<file path="src/rtl/onchip_mem_arbiter.sv">
// Round-robin arbiter sharing one single-port on-chip RAM between two Avalon-MM requesters.
// Out-of-range accesses are trapped, flagged in err_status and never reach the RAM.
module onchip_mem_arbiter #(
  parameter int ADDR_W = 17,
  parameter int DATA_W = 32,
  parameter int BE_W   = 4,
  parameter int DEPTH  = 100000
) (
  input  logic              clk,
  input  logic              reset_n,
  input  logic [ADDR_W-1:0] p0_address,
  input  logic [BE_W-1:0]   p0_byteenable,
  input  logic              p0_read,
  input  logic              p0_write,
  input  logic [DATA_W-1:0] p0_writedata,
  output logic              p0_waitrequest,
  output logic [DATA_W-1:0] p0_readdata,
  output logic              p0_readdatavalid,
  input  logic [ADDR_W-1:0] p1_address,
  input  logic [BE_W-1:0]   p1_byteenable,
  input  logic              p1_read,
  input  logic              p1_write,
  input  logic [DATA_W-1:0] p1_writedata,
  output logic              p1_waitrequest,
  output logic [DATA_W-1:0] p1_readdata,
  output logic              p1_readdatavalid,
  output logic [ADDR_W-1:0] mem_address,
  output logic [BE_W-1:0]   mem_byteenable,
  output logic              mem_chipselect,
  output logic              mem_write,
  output logic [DATA_W-1:0] mem_writedata,
  input  logic [DATA_W-1:0] mem_readdata,
  output logic [1:0]        err_status,
  input  logic              err_clear
);

  localparam logic [ADDR_W:0] DEPTH_LIM = (ADDR_W+1)'(DEPTH);

  logic              req0, req1;
  logic              grant0, grant1, granted;
  logic [ADDR_W-1:0] g_address;
  logic [BE_W-1:0]   g_byteenable;
  logic [DATA_W-1:0] g_writedata;
  logic              g_write, g_read, in_range;
  logic [1:0]        err_set;
  logic [DATA_W-1:0] rd_data;

  logic last_grant;
  logic rd_valid, rd_port, rd_oob;

  // Grants are suppressed while reset is asserted so nothing is accepted.
  always_comb begin
    req0    = p0_read | p0_write;
    req1    = p1_read | p1_write;
    grant0  = reset_n & req0 & (~req1 | last_grant);
    grant1  = reset_n & req1 & (~req0 | ~last_grant);
    granted = grant0 | grant1;

    g_address    = grant1 ? p1_address    : p0_address;
    g_byteenable = grant1 ? p1_byteenable : p0_byteenable;
    g_writedata  = grant1 ? p1_writedata  : p0_writedata;
    g_write      = grant1 ? p1_write      : p0_write;
    g_read       = grant1 ? (p1_read & ~p1_write) : (p0_read & ~p0_write);
    in_range     = {1'b0, g_address} < DEPTH_LIM;

    mem_chipselect = granted & in_range;
    mem_write      = granted & in_range & g_write;
    mem_address    = g_address;
    mem_byteenable = g_byteenable;
    mem_writedata  = g_writedata;

    p0_waitrequest = ~reset_n | (req0 & ~grant0);
    p1_waitrequest = ~reset_n | (req1 & ~grant1);

    err_set = {grant1 & ~in_range, grant0 & ~in_range};
  end

  always_ff @(posedge clk) begin
    if (!reset_n) begin
      last_grant <= 1'b1;
      rd_valid   <= 1'b0;
      rd_port    <= 1'b0;
      rd_oob     <= 1'b1;
      err_status <= 2'b00;
    end else begin
      if (granted) begin
        last_grant <= grant1;
        rd_port    <= grant1;
        rd_oob     <= ~in_range;
      end
      rd_valid   <= granted & g_read;
      // A new trap in the same cycle as err_clear must survive.
      err_status <= (err_clear ? 2'b00 : err_status) | err_set;
    end
  end

  // The reset_n term drops a response whose read was accepted just before reset.
  always_comb begin
    rd_data          = rd_oob ? '0 : mem_readdata;
    p0_readdata      = rd_data;
    p1_readdata      = rd_data;
    p0_readdatavalid = reset_n & rd_valid & ~rd_port;
    p1_readdatavalid = reset_n & rd_valid & rd_port;
  end

endmodule

</file>
<file path="config.mk">
export PLATFORM = sky130hd
export DESIGN_NAME = onchip_mem_arbiter
export DESIGN_NICKNAME = d
export VERILOG_FILES = /design/src/rtl/onchip_mem_arbiter.sv
export SDC_FILE = /design/constraint.sdc
export NUM_CORES = 1
export LEC_CHECK = 0
export ABC_AREA = 1
export BUFFER_PORTS_ARGS = -buffer_cell sky130_fd_sc_hd__buf_2
export CAP_MARGIN = 40
export CORE_AREA = 5 5 101 103
export CTS_CLUSTER_DIAMETER = 30
export DETAILED_ROUTE_END_ITERATION = 8
export DIE_AREA = 0 0 106 108
export PLACE_DENSITY = 0.65
export SYNTH_ARGS = -nofsm -noshare
export SYNTH_HDL_FRONTEND = slang
export SYNTH_SLANG_ARGS = --single-unit
</file>
<file path="constraint.sdc">
create_clock -name clk -period 1.93 [get_ports clk]
set_clock_uncertainty 0.15 [all_clocks]
set_input_delay 0.0965 -clock clk [delete_from_list [all_inputs] [get_ports clk]]
set_output_delay 0.0965 -clock clk [all_outputs]
set_load 0.05 [all_outputs]
</file>
# Yosys cells after proc, flatten, opt, wreduce, memory -nomap -nowiden

Cells that the tools add are included.
W data, S select, Z words.

Word-level logic and storage cells: 47
Input port bits: 145
Register bits: 6
Output and inout bits: 125

Muxes and demuxes: 7
Order comparisons: 1
Bitwise operators: 34

Operators by type and width:

| operator               | count |
|---|---|
| $mux W32               | 2 |
| $lt A17 B17 Y1 const B | 1 |
| $mux W17               | 1 |
| $and A1 B1 Y1          | 16 |
| $not A1 Y1             | 10 |
| $or A1 B1 Y1           | 7 |
| $mux W4                | 1 |
| $mux W1                | 2 |
| $mux W2                | 1 |
| $or A2 B2 Y2           | 1 |

# Logic depth before layout (Yosys ltp)

Gate-level depths: netlist of run 1.

Depth after elaboration: 9
Gate-level depth with buffers: 13

# Worst setup path after synthesis of run 1

No wires, ideal clock.

Path kind: register to output
Start point: reg last_grant
End point: out mem_chipselect
Stages on the path, launching flop included: 11
Slack: -413 ps
Required time: 1683 ps
Arrival: 2096 ps
Cells stage by stage: dfxtp_1 > o21ai_4 > nand2_4 > buf_6 > nand2_1 > nand2_1 > nor2_1 > nand2_1 > nand2_1 > nand2_4 > nor2_1

Word-level cells in the longest chain between the ends: 6

Ends and longest elaborated chain:

| item                     | RTL line | text |
|---|---|---|
| start: declaration       | 48       | `logic last_grant;` |
| start signal: assignment | 87       | `last_grant <= grant1;` |
| $not A1 Y1               | 56       | `grant1 = reset_n & req1 & (~req0 \| ~last_grant);` |
| $or A1 B1 Y1             | 56       |  |
| $and A1 B1 Y1            | 56       |  |
| $mux W17                 | 59       | `g_address = grant1 ? p1_address : p0_address;` |
| via mem_address[13]      | 27       | `output logic [ADDR_W-1:0] mem_address,` |
| $lt A17 B17 Y1           | 64       | `in_range = {1'b0, g_address} < DEPTH_LIM;` |
| $and A1 B1 Y1            | 66       | `mem_chipselect = granted & in_range;` |
| end: declaration         | 29       | `output logic mem_chipselect,` |

The timed path passes the listed nets, and every way through them passes these cells.

# Final worst setup path of run 1

Start point: reg last_grant
End point: out mem_write

Word-level cells in the longest chain between the ends: 7

Ends and longest elaborated chain:

| item             | RTL line | text |
|---|---|---|
| $not A1 Y1       | 56       |  |
| $or A1 B1 Y1     | 56       |  |
| $and A1 B1 Y1    | 56       |  |
| $mux W17         | 59       |  |
| $lt A17 B17 Y1   | 64       |  |
| $and A1 B1 Y1    | 67       | `mem_write = granted & in_range & g_write;` |
| $and A1 B1 Y1 *  | 67       |  |
| end: declaration | 30       | `output logic mem_write,` |

Mark *: on every way between the ends. The rest lies on a longest branch, timed or not.

==> impl_metrics.ini, run 1 <==
[run_status]
status = finished, final reports clean

[global_route]
grt_max_degree = 32
overflow = 0
grt_pass1_wl_um = 11800
grt_pass1_vias = 2476
grt_util_all_layers_pct = 12.6
antenna_found_initial = 0

[yosys]
yosys_register_bits = 6
ys_async_sr_fraction_pct = 0
synth_edf_count = 0
synth_cell_types = 23
syn_avg_cell_area_sq_um = 4.77
syn_inst = 330
syn_area_sq_mm = 0.00157
ys_warn_count = 0
synth-seq-area-share_pct = 7.63
synthesis.nets = 475
synth_ff_type = dfxtp_1

[floorplanning]
die_w_um = 106
die_y_um = 108
start_util_pct = 17.3
rows = 35
fp.coreArea_sq_mm = 0.00911
dieArea_sq_mm = 0.0114
io_pins = 270

[route]
via_per_inst = 3.78
ant_nets = 0
wire_per_inst_um = 11.6
drt_iter0_drc = 151
drc = 0
wirelength_um = 7990
drt-pass1-iter-count = 4
vias = 2592

[timing]
setup_viol = 0
fmax_mhz = 521
worst_slew_pin_slew_ns = 0.540
rsz0062_at_grt = true
slew_headroom_pct = 64.0
hold_viol = 0
fin_ws_ns = 0.0123
period_minus_slack_ns = 1.92
fin_setup_tns_ns = 0
fin_crit_sh_pct = 99.4
slew_violations = 0

[critical_path]
rrSetupSlack_ns = 0.15
end_kind = primary output
critical_path_class = reg2out
reg2reg_depth = 13
endpoint = mem_write
start_kind = register
r2r_start = last_grant
crit_start = last_grant
critPathRequiredTime_ns = 1.68
arrival_ns = 1.67
crit_fanout = 9
r2r_end = err_status[0]

[clock_network]
cts-root-buf = clkbuf_8
clockBufferDepth = 2
htreeDepth = 1
insertion_delay_ns = 0.22
cts_tree = yes
cts-buffers-inserted = 3
cts_num_sinks = 6
clk_pin_slew_ns = 0.04

[place]
port_buffers = 269
dp_hpwl_um = 7040
place_ws_ns = -0.00858
routabilityCongestion = 0.834

[min_path]
holdPathStages = 3
holdCritPathClass = in2reg

[cells_and_area]
fin_util_pct = 34.5
finalNetCount = 722
n_antenna_cell = 0
area_growth_pct = 99.5
post_route_cells_drive_above_1_share_pct = 56.3

[pwr]
peakVddDrop_uv = 239
p_leak_nw = 2.21
powerDensity_mw_per_mm2 = 598

[job]
maxCapViolCount = 0
-- what timing repair did --
item / in CTS / in global routing
resized for setup: 9 / 3
buffers inserted: 4 / 1
endpoints found under the hold margin: 2 / 0
hold buffers: 1 / 0
setup endpoints to repair: 2 / 7
pin swaps: 8 / 2
-- flip-flops by register name (all words and copies together), names as in the netlist --
name,flops
err_status,2
rd_valid,1
last_grant,1
rd_port,1
rd_oob,1
-- synthesized netlist by cell type (2+ instances only) --
cell type / n / area [sq um]
a21oi_1: 2 / 10.0
buf_4: 32 / 240
buf_6: 2 / 22.5
clkbuf_1: 12 / 45.0
dfxtp_1: 6 / 120
inv_1: 44 / 165
nand2_1: 164 / 616
nand2_2: 2 / 12.5
nand2_4: 2 / 22.5
nand3_1: 9 / 45.0
nor2_1: 40 / 150
o21ai_0: 4 / 20.0
-- where the power goes --
group / leakage [nW] / internal (W) / switching [W] / total (W)
logic: 2.14 / 0.000413 / 0.00113 / 0.00154
clock network: 0.0216 / 0.000134 / 0.0000528 / 0.000187
registers: 0.0494 / 0.000135 / 0.0000148 / 0.000150
total: 2.21 / 0.000681 / 0.00120 / 0.00188
-- final cells by class --
| class | count | area [sq um] |
|---|---|---|
| Inverter | 46 | 178 |
| Sequential cell | 6 | 121 |
| Clock buffer | 3 | 41.3 |
| Timing Repair Buffer | 288 | 1550 |
| Multi-Input combinational cell | 232 | 1110 |
| Tap cell | 111 | 139 |
| Fill cell | 1052 | 5970 |
-- through the flow --
stage,hold slack [ns],area (sq um),std cells,total power [W]
CTS,0.0340,3120,685,0.00190
finish,0.0358,3140,686,0.00188
floorplan,0.0306,1710,330,0.00130
detailed placement,0.224,3010,677,0.00167
global route,0.0684,3140,686,0.00200
global placement,0.225,2990,676,0.00166
-- cells by family (layout without fill, tap and decap cells) --
| family | count (synthesis) | count (layout) | share of synthesized area, % |
|---|---|---|---|
| simple gates | 222 | 222 | 56.8 |
| buf+inv | 92 | 337 | 30.8 |
| compound gates | 9 | 9 | 4.05 |
| flops | 6 | 6 | 7.63 |
| mux | 1 | 1 | 0.636 |
-- cells in the final DEF, fill, tap and decap left out, types with 2 or more instances in the layout --
cell type and count:
clkbuf_4 2, nor2_1 38, buf_6 5, nand3_1 8, nand2_1 144, a21oi_1 2, nand2_4 13, nand2_2 10
o21ai_0 4, inv_1 44, buf_2 265, clkbuf_8 3, dfxtp_1 5, nor2_2 2, buf_4 13
-- worst min path at each step --
stage	end	from	slack [ns]
global route	err_status[1]	reset_n	0.07
finish	err_status[1]	reset_n	0.04
detailed placement	err_status[1]	err_clear	0.22
global placement	err_status[0]	err_clear	0.23
CTS	err_status[1]	reset_n	0.03
floorplan	last_grant	reset_n	0.03
-- metal layers --
| layer | wire [um] | part of all wire [%] | GRT usage, % | vias to the layer above |
|---|---|---|---|---|
| met1 | 3160 | 40 | 14.5 | 1054 |
| li1 | - | - | - | 1419 |
| met3 | 633 | 7.9 | 2.93 | 6 |
| met2 | 4110 | 51 | 23.8 | 113 |
| met5 | 0 | 0 | 0 | - |
| met4 | 83 | 1.0 | 2.68 | 0 |
-- critical path, stage by stage, from the launching register on --
cell and delay [ns]:
dfxtp_2 0.32, o21ai_4 0.07, buf_4 0.20, nand3_1 0.09, nand2_1 0.10, nand2_1 0.06
nand2_1 0.05, nand2_1 0.06, nand2_2 0.08, nand2_4 0.07, nor3_4 0.16, buf_6 0.18
Note: power is estimated with default switching activity, not from simulation.
==> run 2, diff against run 1 <==
--- a/config.mk
+++ b/config.mk
@@ -6,13 +6,13 @@
 export NUM_CORES = 1
 export LEC_CHECK = 0
 export ABC_AREA = 1
-export BUFFER_PORTS_ARGS = -buffer_cell sky130_fd_sc_hd__buf_2
 export CAP_MARGIN = 40
 export CORE_AREA = 5 5 101 103
 export CTS_CLUSTER_DIAMETER = 30
 export DETAILED_ROUTE_END_ITERATION = 8
 export DIE_AREA = 0 0 106 108
-export PLACE_DENSITY = 0.65
+export DONT_BUFFER_PORTS = 1
+export PLACE_DENSITY = 0.4
 export SYNTH_ARGS = -nofsm -noshare
 export SYNTH_HDL_FRONTEND = slang
 export SYNTH_SLANG_ARGS = --single-unit
==> constraint.sdc (replaced) <==
create_clock -name clk -period 1.93 [get_ports clk]
set_clock_uncertainty 0.15 [all_clocks]
set_input_delay 0.193 -clock clk [delete_from_list [all_inputs] [get_ports clk]]
set_output_delay 0.193 -clock clk [all_outputs]
set_load 0.05 [all_outputs]
==> run 2 against run 1 <==
The run now ends with negative setup slack left. Maximum frequency is 9.8% lower. Total power is 13% higher. Sequential cell count stayed put. Count of clock-buffer cells in the layout stayed put. Sequential power is 5% lower. Highest routed layer unchanged.
==> impl_metrics.ini, run 2 (synthesized netlist as in run 1, its figures left out) <==
[run_status]
status = complete, but fails checks
failed_checks = negative setup slack

[route]
drt-pass1-iter-count = 4
ant_nets = 0
vias = 2130
drt_iter0_drc = 78
wire_per_inst_um = 14.4
drc = 0
via_per_inst = 4.21
wirelength_um = 7270

[critical_path]
crit_fanout = 4
r2r_end = err_status[0]
end_kind = primary output
reg2reg_depth = 12
r2r_start = last_grant
critPathRequiredTime_ns = 1.59
start_kind = register
arrival_ns = 1.78
rrSetupSlack_ns = 0.19
critical_path_class = reg2out

[cells_and_area]
largest-register = err_status
area_growth_pct = 104
finalNetCount = 542
fin_util_pct = 35.3
n_antenna_cell = 0
post_route_cells_drive_above_1_share_pct = 45.3
final_cell_mix = nand2_1, buf_4, buf_12
largest_register_ffs = 2
final_cell_area_sq_mm = 0.00321
layout_commonest_cell = nand2_1

[clock_network]
cts-root-buf = clkbuf_8
htreeDepth = 1
clockBufferDepth = 2
cts_tree = yes
cts-buffers-inserted = 3
clk_pin_slew_ns = 0.04
cts_num_sinks = 6
insertion_delay_ns = 0.22

[pwr]
combPwrFrac_pct = 84.5
p_switching_w = 0.00123
p_int_w = 0.000896
finalPower_w = 0.00213
swShare_pct = 57.9
power_frac_clock_pct = 8.8
pwr-share-seq_pct = 6.7
p_leak_nw = 1.73
powerDensity_mw_per_mm2 = 662
peakVddDrop_uv = 311

[min_path]
holdPathStages = 3
whs_endpoint = err_status[1]
hp-start = err_clear
holdCritPathClass = in2reg

[global_route]
grt_util_all_layers_pct = 11.6
grt_pass1_wl_um = 10800
grt_pass1_vias = 2159
grt_max_degree = 34
antenna_found_initial = 0
overflow = 0

[timing]
rsz0062_at_grt = true
fin_crit_sh_pct = 110
period_minus_slack_ns = 2.13
fmax_mhz = 470
slew_violations = 0
hold_viol = 0
setup_viol = 2
fin_ws_ns = -0.197
worst_slew_pin_slew_ns = 0.290
slew_headroom_pct = 80.8

[place]
port_buffers = 0
routabilityCongestion = 0.747
placed_area_sq_mm = 0.00304
dp_hpwl_um = 6600
place_ws_ns = 0.00358

[floorplanning]
io_pins = 270
start_util_pct = 17.3
dieArea_sq_mm = 0.0114
rows = 35
die_y_um = 108
fp.coreArea_sq_mm = 0.00911
die_w_um = 106

[job]
maxCapViolCount = 0
run 2: cell count changes in the layout (fill, tap and decap cells not counted), sizes merged:
cell	before	now
buf	285	105
clkbuf	5	4
dlygate4sd3	1	2
run 2: what timing repair did:
action                                  CTS  global route
buffers inserted                          0             1
pin swaps                                 1             1
cloned                                    0             1
endpoints found under the hold margin     3             0
gates resized for setup                   2            13
endpoints found under the setup margin    2            31
hold buffers                              2             0
run 2: final cells by class:
type                            count  area, sq um
Sequential cell                     6          123
Inverter                           46          178
Fill cell                         950         5890
Clock buffer                        3         41.3
Tap cell                          111          139
Multi-Input combinational cell    232         1260
Timing Repair Buffer              108         1470
run 2: metrics by stage:
stage / cells / hold WS (ns) / setup TNS, ns
floorplan: 330 / 0.127 / -2.24
global placement: 498 / 0.132 / 0
detailed placement: 498 / 0.133 / 0
CTS: 503 / 0.00858 / -0.258
global route: 506 / 0.0257 / -0.507
finish: 506 / 0.00679 / -0.273
run 2: power groups by stage:
stage | Clock [W] | Sequential (W) | Combinational (W)
detailed placement | 0 | 0.000177 | 0.00174
CTS | 0.000189 | 0.000175 | 0.00174
floorplan | 0 | 0.000146 | 0.00117
global route | 0.000203 | 0.000143 | 0.00189
finish | 0.000187 | 0.000143 | 0.00180
global placement | 0 | 0.000176 | 0.00173
run 2: critical path, stage by stage (launching register included):
cell,delay (ns)
dfxtp_2,0.33
o21ai_4,0.10
nand2_4,0.13
clkbuf_16,0.20
nand2_8,0.07
nand2_8,0.05
nor2_4,0.10
nand2_2,0.06
nand2_2,0.07
nand2_4,0.07
nor3_4,0.22
buf_12,0.17
run 2: routing by layer:
layer / wire length, um / vias to the layer above / GRT usage [%]
met3: 869 / 2 / 4.78
met5: 0 / - / 0
met2: 3950 / 146 / 22.0
li1: - / 1055 / -
met4: 31 / 0 / 1.94
met1: 2430 / 927 / 12.3
run 2: worst max-delay path by stage:
stage,end,start,slack (ns)
2_1_floorplan,mem_write,p0_read,-0.1
3_3_place_gp,mem_write,last_grant,0.05
3_5_place_dp,mem_write,last_grant,0.004
4_1_cts,mem_write,last_grant,-0.20
5_1_grt,mem_write,last_grant,-0.32
6_report,mem_write,last_grant,-0.20
==> run 3, diff against run 2 <==
--- a/config.mk
+++ b/config.mk
@@ -12,7 +12,7 @@
 export DETAILED_ROUTE_END_ITERATION = 8
 export DIE_AREA = 0 0 106 108
 export DONT_BUFFER_PORTS = 1
-export PLACE_DENSITY = 0.4
+export SLEW_MARGIN = 20
 export SYNTH_ARGS = -nofsm -noshare
 export SYNTH_HDL_FRONTEND = slang
 export SYNTH_SLANG_ARGS = --single-unit
==> run 3 against run 2 <==
The run still ends with negative setup slack left. Largest power group unchanged. Critical path type unchanged. Critical path depth decreased by 1. Clock power up 2%. First-iteration DRC count is 3.8% lower.
==> impl_metrics.ini, run 3 (synthesized netlist as in run 1, its figures left out) <==
[run_status]
status = complete, but fails checks
failed_checks = negative setup slack

[cells_and_area]
final_cell_mix = nand2_1, buf_4, buf_12
n_antenna_cell = 0
largest_register_ffs = 2
finalNetCount = 547
fillers = 941
seqCellArea_sq_um = 123
layout_commonest_cell = nand2_1
post_route_cells_drive_above_1_share_pct = 47.0
largest-register = err_status
area_growth_pct = 107
multi_input_area_sq_mm = 0.00129
final_cell_area_sq_mm = 0.00326

[floorplanning]
die_y_um = 108
die_w_um = 106
fp.coreArea_sq_mm = 0.00911
dieArea_sq_mm = 0.0114
rows = 35
start_util_pct = 17.3
io_pins = 270

[timing]
slew_headroom_pct = 65.4
period_minus_slack_ns = 2.08
worst_slew_pin_slew_ns = 0.519
slew_violations = 0
hold_viol = 0
fin_crit_sh_pct = 108
fin_ws_ns = -0.152
rsz0062_at_grt = true
fmax_mhz = 480
setup_viol = 23

[clock_network]
cts_num_sinks = 6
clockBufferDepth = 2
clk_pin_slew_ns = 0.04
cts-buffers-inserted = 3
insertion_delay_ns = 0.22
cts-root-buf = clkbuf_8
cts_tree = yes
htreeDepth = 1

[place]
dp_hpwl_um = 6990
routabilityCongestion = 0.766
placed_area_sq_mm = 0.00305
place_ws_ns = -0.0945
port_buffers = 0

[route]
vias = 2186
drc = 0
drt_iter0_drc = 75
wirelength_um = 7710
via_per_inst = 4.28
ant_nets = 0
drt-pass1-iter-count = 4
wire_per_inst_um = 15.1

[critical_path]
r2r_end = rd_oob
r2r_start = last_grant
critical_path_class = reg2out
arrival_ns = 1.74
reg2reg_depth = 13
crit_fanout = 6
start_kind = register
critPathRequiredTime_ns = 1.59
crit_start = last_grant
rrSetupSlack_ns = 0.04
endpoint = mem_write
end_kind = primary output

[global_route]
overflow = 0
grt_util_all_layers_pct = 12.3
antenna_found_initial = 0
grt_pass1_wl_um = 11500
busiest_layer = met2
grt_max_degree = 40
met3_usage_pct = 4.90
grt_pass1_vias = 2235
use_met1_pct = 12.1
grt_use_met2_pct = 24.2

[pwr]
p_leak_nw = 1.75
powerDensity_mw_per_mm2 = 659
finalPower_w = 0.00215
peakVddDrop_uv = 270

[job]
maxCapViolCount = 0

[min_path]
holdCritPathClass = in2reg
## run 3: layout make-up
type / instances / area share [%]
clock buffers: 3 / 1.26
inverters: 46 / 5.44
multi-input cells: 232 / 39.4
flip-flops and latches: 6 / 3.76
well taps: 111 / 4.25
repair buffers: 113 / 45.9
## run 3: worst min path at each step
stage                      end  cells past startpoint  startpoint  slack [ns]
finish                 rd_port                      2     reset_n        0.04
global route           rd_port                      2     reset_n        0.07
CTS                    rd_port                      2     reset_n        0.05
detailed placement      rd_oob                      1     reset_n        0.13
global placement        rd_oob                      1     reset_n        0.13
floorplan           last_grant                      1     reset_n        0.13
## run 3: metal layers
| layer | vias up | routed length, um | share of wire [%] |
|---|---|---|---|
| li1 | 1069 | - | - |
| met4 | 0 | 95 | 1.2 |
| met1 | 942 | 2460 | 32 |
| met5 | - | 0 | 0 |
| met2 | 168 | 4320 | 56 |
| met3 | 7 | 838 | 11 |
## run 3: stage by stage
stage	setup TNS, ns	hold slack [ns]	util (%)	cells
2_1_floorplan	-2.24	0.127	-	330
3_3_place_gp	-0.0165	0.130	33.5	499
3_5_place_dp	-0.0945	0.133	33.5	499
4_1_cts	-1.77	0.0467	35.0	507
6_report	-0.615	0.0408	35.8	511
5_1_grt	-5.97	0.0667	35.8	511
## run 3: report_power, final
part | switching, W | internal (W)
Combinational | 0.00118 | 0.000637
Clock | 0.0000570 | 0.000134
Sequential | 0.0000128 | 0.000135
## run 3: critical path, stage by stage, from the launching register on
cell and delay (ns):
dfxtp_2 0.32, o21ai_4 0.07, nand2_4 0.12, clkbuf_16 0.19, nand2_1 0.06, o21a_1 0.14
nand2_1 0.08, nand2_2 0.08, nand2_4 0.07, nor3_4 0.21, buf_12 0.16
## run 3: what timing repair did
| item | 4_1_cts | 5_1_grt |
|---|---|---|
| hold buffers | 3 | 0 |
| setup endpoints to repair | 41 | 45 |
| gates cloned | 0 | 1 |
| gates resized for setup | 12 | 9 |
| pin swaps | 3 | 1 |
| buffers inserted | 2 | 4 |
| endpoints found under the hold margin | 5 | 0 |
